===== src/rtl/ins_encoder.sv =====
// Instruction field encoder: packs R/I/J field sets into 32-bit words, buffers them
// in a small FIFO and streams each word with its instruction-memory byte address.
module ins_encoder #(
    parameter int unsigned DEPTH     = 4,
    parameter logic [31:0] BASE_ADDR = 32'h0
) (
    input  logic                     CLK,
    input  logic                     Reset,
    input  logic                     in_valid,
    output logic                     in_ready,
    input  logic [1:0]               fmt,
    input  logic [5:0]               opCode,
    input  logic [4:0]               rs,
    input  logic [4:0]               rt,
    input  logic [4:0]               rd,
    input  logic [4:0]               sa,
    input  logic [15:0]              Immediate,
    input  logic [25:0]              j_addr,
    output logic [31:0]              Ins,
    output logic [31:0]              InsAddr,
    output logic                     out_valid,
    input  logic                     out_ready,
    output logic [$clog2(DEPTH):0]   level,
    output logic                     fmt_err
);

    localparam int unsigned PW = $clog2(DEPTH);
    localparam logic [PW:0]   FULL    = (PW + 1)'(DEPTH);
    localparam logic [PW:0]   LVL_ONE = (PW + 1)'(1);
    localparam logic [PW-1:0] PTR_ONE = PW'(1);

    typedef enum logic [1:0] {
        FMT_R   = 2'b00,
        FMT_I   = 2'b01,
        FMT_J   = 2'b10,
        FMT_RSV = 2'b11
    } fmt_t;

    logic [31:0]   mem [DEPTH];
    logic [PW-1:0] wr_ptr;
    logic [PW-1:0] rd_ptr;
    logic [31:0]   word;
    logic          accept;
    logic          push;
    logic          pop;

    always_comb begin
        word = '0;
        case (fmt_t'(fmt))
            FMT_R:   word = {opCode, rs, rt, rd, sa, 6'b0};
            FMT_I:   word = {opCode, rs, rt, Immediate};
            FMT_J:   word = {opCode, j_addr};
            default: word = '0;
        endcase
    end

    assign in_ready  = (level != FULL);
    assign out_valid = (level != '0);
    assign Ins       = mem[rd_ptr];

    // A reserved-format set completes its handshake but never occupies a slot.
    assign accept = in_valid && in_ready;
    assign push   = accept && (fmt != FMT_RSV);
    assign pop    = out_valid && out_ready;

    always_ff @(posedge CLK) begin
        if (Reset) begin
            for (int unsigned i = 0; i < DEPTH; i++) begin
                mem[i] <= '0;
            end
            wr_ptr  <= '0;
            rd_ptr  <= '0;
            level   <= '0;
            InsAddr <= BASE_ADDR;
            fmt_err <= 1'b0;
        end else begin
            if (push) begin
                mem[wr_ptr] <= word;
                wr_ptr      <= wr_ptr + PTR_ONE;
            end
            if (pop) begin
                rd_ptr  <= rd_ptr + PTR_ONE;
                InsAddr <= InsAddr + 32'd4;
            end
            if (push && !pop) begin
                level <= level + LVL_ONE;
            end else if (pop && !push) begin
                level <= level - LVL_ONE;
            end
            if (accept && (fmt == FMT_RSV)) begin
                fmt_err <= 1'b1;
            end
        end
    end

endmodule


===== config.mk =====
export PLATFORM = sky130hd
export DESIGN_NAME = ins_encoder
export DESIGN_NICKNAME = d
export VERILOG_FILES = /design/src/rtl/ins_encoder.sv
export SDC_FILE = /design/constraint.sdc
export NUM_CORES = 1
export LEC_CHECK = 0
export ABC_AREA = 1
export CORE_ASPECT_RATIO = 0.9
export CORE_MARGIN = 2
export CORE_UTILIZATION = 30
export CTS_BUF_LIST = sky130_fd_sc_hd__clkbuf_4
export CTS_CLUSTER_SIZE = 25
export DETAILED_ROUTE_END_ITERATION = 10
export PLACE_DENSITY = 0.59
export SLEW_MARGIN = 20
export SYNTH_ARGS = -nofsm -noshare
export SYNTH_HDL_FRONTEND = slang
export SYNTH_SLANG_ARGS = --single-unit

===== constraint.sdc =====
create_clock -name CLK -period 5.12 [get_ports CLK]
set_input_delay 1.536 -clock CLK [delete_from_list [all_inputs] [get_ports CLK]]
set_output_delay 1.536 -clock CLK [all_outputs]
set_load 0.05 [all_outputs]

==> metrics, run 1 <==
PD cells 392 nW/um2; Hold Slack 467 ps; Slew Limit Fails 0; CTS buffer count 17; vias in the first global route 6119; share of cells above drive strength 1 0.0715; Critical Path AT 3090 ps; achievable frequency 216 MHz; number of synthesized flops with an enable pin 128; commonest non-fill, non-tap cells in the layout nor2_1 (217), clkdlybuf4s50_1 (141), nand2_1 (128), edfxtp_1 (128), inv_1 (105); CP Launch Type register; Clock transition at path regs 160 ps; Avg Inst Size Synth 8.86 um2; Yosys top cell area share 0.484; total of max-cap violations 0; crit end category primary output; area delta synth->final 26.8%; Initial Utilization 0.305; worst skew pair latency 570 ps; Syn Inst Count 897; final routed DRC violation total 0; first-pass GRT wire length 33000 um; fin nets 1113; Fill cells 2666; RSZ-0062 raised after global routing no; DIE WIDTH 176 um; Avg WL per Cell 15.3 um; status complete, no violations; Cell Area, Synth 7950 um2; Routability Congestion 0.764; P_leak 3.86 nW; final hold violations 0; top_reg_cell synth edfxtp_1; vias 6476; die height 158 um; router iterations before antenna repair 5; hold path depth 2; total routed wirelength 21500 um; Period Utilization, post-route 0.904; Setup Total Neg Slack 0 ps; PortBufs 141; most common cell after layout, fill and taps aside nor2_1; htree depth 4; Synth Warn # 0; Total GRT Usage 0.154; clk root buf clkbuf_4; TritonCTS clock tree done; total clock sinks 168; Fin Clk Skew 25.8 ps; Detailed Route Iter0 Violations 406; crit-path max FO 22; sequential area share after synthesis 0.584; top post-synthesis cells by area edfxtp_1 (48%), nor2_1 (10%), dfxtp_1 (10%); Reg2Reg Depth 9; Boundary Pins 144; DP HPWL 14000 um; worst-margin pin slew 961 ps; Slew headroom 0.359; Data required, critical path 3580 ps; core box area 26100 um2; Post-CTS Hold Buffers 0; die area 27800 um2; postcts setup bufs 0; antenna violations before repair 1; largest net degree at the start of global routing 43; Tmin final 4630 ps; post_cts resized 0; Synth Register Bits 168; num rows 56; grt ovf 0; Async SR Flop Fraction 0; Yosys cell types 39; worst-case vdd ir drop 353 uV; Min-Delay Path Class register to register; # setup viols final 0; antenna viol nets, final 0; largest area contributor in the netlist edfxtp_1; Setup CP Type register to primary output; via-per-instance ratio 4.63; CTS max path bufs 2
-- per-layer routing --
| metal | vias to the layer above | track usage | wire [um] |
|---|---|---|---|
| li1 | 3240 | - | - |
| met1 | 3077 | 0.207 | 9890 |
| met2 | 143 | 0.256 | 10300 |
| met5 | - | 0 | 0 |
| met3 | 16 | 0.0308 | 1110 |
| met4 | 0 | 0.0394 | 221 |
-- area by class of cell --
cell class	instances	area, um2	share of cell area
flip-flops and latches	168	4650	0.461
multi-input cells	580	2710	0.269
repair buffers	160	1550	0.154
well taps	348	435	0.0432
inverters	109	412	0.0409
clock inverters	15	185	0.0184
clock buffers	17	128	0.0127
diodes	3	7.51	0.000745
-- cells in the mapped netlist, drive strengths merged (3+ instances only) --
master  count
nor2      226
nand2     136
edfxtp    128
inv       107
o21ai      94
dfxtp      40
o22ai      32
nand3      27
clkbuf     22
a21oi      19
buf        19
nand4      10
nor3        7
a22o        6
o21bai      6
xor2        3
-- per-stage QoR --
stage	utilization	setup slack, ps	power [mW]	area [um2]	std cells
final	0.387	490	3.95	10100	1400
after global placement	0.374	1040	3.18	9760	1365
after CTS	0.386	413	4.00	10100	1397
after detailed placement	0.374	1060	3.19	9760	1365
after floorplan	-	411	2.64	7950	898
after global routing	0.386	282	4.15	10100	1399
-- cell families (layout without fill, tap and decap cells) --
logic type                 count (synthesis)  after routing  synth area share
DFF                                      168            168             0.584
xor gates and xnor gates                   5              5           0.00551
other                                      1              5          0.000472
and+or+nand+nor                          411            411             0.213
AOI/OAI and AO/OA                        159            159             0.112
adders and majority gates                  3              3           0.00567
buffers and inverters                    150            301            0.0789
-- worst max-delay path, cell delays in order, from the launching register on --
cell	delay (ps)
dfxtp_1	980
buf_4	330
o21ai_0	100
o22ai_1	260
clkdlybuf4s50_1	870
-- registers in the layout (all words and copies together), names as in the netlist, named ones only --
name	flops
InsAddr	30
fmt_err	1
level	3
mem	128
rd_ptr	2
wr_ptr	2
-- final timing paths --
| kind | slack (ps) | start | end |
|---|---|---|---|
| max | 490 | register | Ins[0] |
| min | 470 | fmt_err | fmt_err |
| min reg2reg | 470 | fmt_err | fmt_err |
| max reg2reg | 2770 | level[1] | mem[0][25] |
-- power by group --
group	switching, mW	internal [mW]	leakage (nW)	total (mW)
Clock	0.542	0.272	0.164	0.814
Sequential	0.0748	1.57	1.65	1.64
Combinational	1.03	0.463	2.05	1.50
No activity file was read; power rests on OpenSTA's default activity.
==> run 2: changes to the inputs <==
--- a/config.mk
+++ b/config.mk
@@ -12,6 +12,7 @@
 export CTS_BUF_LIST = sky130_fd_sc_hd__clkbuf_4
 export CTS_CLUSTER_SIZE = 25
 export DETAILED_ROUTE_END_ITERATION = 10
+export GPL_TIMING_DRIVEN = 0
 export PLACE_DENSITY = 0.59
 export SLEW_MARGIN = 20
 export SYNTH_ARGS = -nofsm -noshare
==> metrics, run 2 (synthesis gave the netlist of run 1 again) <==
status complete, no violations; Slew Limit Fails 0 (unchanged); largest net degree at the start of global routing 26 (-40%); Data required, critical path 3580 ps (about the same); Slew headroom 0.488 (+0.129); Setup CP Type register to primary output; Worst Hold Launch fmt_err; # placed instances 1393 (+2.1%); crit-path max FO 10 (-55%); Top Registers mem (128), InsAddr (30), level (3); r2r endpoint mem[1][5]; vias 6571 (+1.5%); Avg WL per Cell 15.6 um (+1.5%); Boundary Pins 144 (unchanged); # setup viols final 0 (unchanged); area delta synth->final 28.9%; fin nets 1141 (+2.5%); total of max-cap violations 0 (unchanged); worst-case vdd ir drop 278 uV (-21%); Tmin final 4540 ps (-89.5 ps); hold path depth 2 (unchanged); worst skew pair latency 580 ps (about the same); htree depth 4 (unchanged); Min-Delay Path Class register to register; num rows 56 (unchanged); Critical Path AT 3000 ps (-90 ps); Hold Slack 471 ps (+3.89 ps); Clock transition at path regs 150 ps (about the same); R2R setup slack 2670 ps (-100 ps); Post-CTS Hold Buffers 0 (unchanged); PD cells 390 nW/um2 (-0.69%); Top delay family on crit path buffers and inverters; DP HPWL 15900 um (+14%); Largest Register mem; achievable frequency 220 MHz (+2.0%); Hold EP fmt_err; total routed wirelength 22200 um (+3.3%); Non-Filler Instances 1426 (+1.9%); PortBufs 141 (unchanged); CTS buffer count 17 (unchanged); final routed DRC violation total 0 (unchanged); antenna violations before repair 1 (unchanged); worst-margin pin slew 766 ps (-195 ps); r2r startpoint level[0]; CTS max path bufs 2 (unchanged); antenna viol nets, final 0 (unchanged); clk root buf clkbuf_4; die area 27800 um2 (unchanged); Period Utilization, post-route 0.887 (-0.0175); share of cells above drive strength 1 0.0706 (-0.000930); CP Launch Type register; Routability Congestion 0.801 (+4.9%); core box area 26100 um2 (unchanged); critical path depth 6 (+2); final hold violations 0 (unchanged); Initial Utilization 0.305 (unchanged); crit path max-delay cell type clkdlybuf4s50_1; via-per-instance ratio 4.61 (-0.38%); Total GRT Usage 0.159 (+0.00458); Max stage delay on crit path 870 ps (-110 ps); CP Buf/Inv Count 4 (+2); TritonCTS clock tree done; crit end category primary output; grt ovf 0 (unchanged); Reg2Reg Depth 10 (+1); Largest register FFs 128 (unchanged); die height 158 um (unchanged); worst-path cell chain buf_2 -> clkinv_1 -> buf_1 -> nor2_1 -> o22ai_1 -> clkdlybuf4s50_1; vias in the first global route 6339 (+3.6%); total power 3.99 mW (+0.98%); DIE WIDTH 176 um (unchanged); router iterations before antenna repair 5 (unchanged); RSZ-0062 raised after global routing no; postcts setup bufs 0 (unchanged); P_leak 3.93 nW (+1.7%); post_cts resized 0 (unchanged); Fin Clk Skew 31.5 ps (+5.69 ps); commonest non-fill, non-tap cells in the layout nor2_1 (217), clkdlybuf4s50_1 (141), nand2_1 (128), edfxtp_1 (128), inv_1 (105); first-pass GRT wire length 34000 um (+3.0%); total clock sinks 168 (unchanged); most common cell after layout, fill and taps aside nor2_1; Detailed Route Iter0 Violations 500 (+23%)
-- run 2: changes by cell type in the layout (fill, tap and decap cells not counted), sizes merged --
cell,delta
inv,+1
diode,-2
clkbuf,+22
bufinv,-1
buf,+6
-- run 2: worst register-to-register path, cell delays in order (launching register included) --
cell,delay (ps)
dfxtp_1,470
nor2_1,100
nand2_2,90
nand2_2,60
a21oi_4,170
nand2_2,90
inv_2,180
nand2_2,140
buf_2,230
nand2_2,380
buf_16,220
-- run 2: how the worst max path moves through the flow --
stage                  start  slack, ps         end
floorplan           in_valid        410   mem[3][0]
global placement      fmt[1]      -2380  mem[3][14]
detailed placement     Reset       1020   mem[1][3]
CTS                 register        530     Ins[16]
global route        register        320      Ins[4]
finish              register        580      Ins[1]
-- run 2: power breakdown --
group          total (mW)  switching, mW  internal [mW]
Combinational        1.58           1.10          0.486
Sequential           1.61         0.0452           1.57
Clock               0.797          0.565          0.232
-- run 2: metal layers --
metal	wire, um	global-route usage	vias up
li1	-	-	3297
met1	10100	0.209	3089
met2	10500	0.265	169
met3	1290	0.0363	16
met4	260	0.0417	0
met5	0	0	-
-- run 2: layout make-up --
cell class,count,area [um2]
multi-input combinational,580,2710
fill,2673,15800
clock inverter,15,175
clock buffer,17,128
sequential,168,4640
inverter,109,412
timing repair buffer,147,1520
buffer,41,215
tap,348,435
antenna,1,2.50
-- run 2: metrics by stage --
step | setup TNS (ps) | setup WS (ps) | cell area, um2 | utilization
finish | 0 | 579 | 10200 | 0.393
global route | 0 | 323 | 10200 | 0.393
CTS | 0 | 525 | 10200 | 0.393
detailed placement | 0 | 1020 | 9940 | 0.381
global placement | -140020 | -2380 | 9800 | 0.376
floorplan | 0 | 411 | 7950 | -
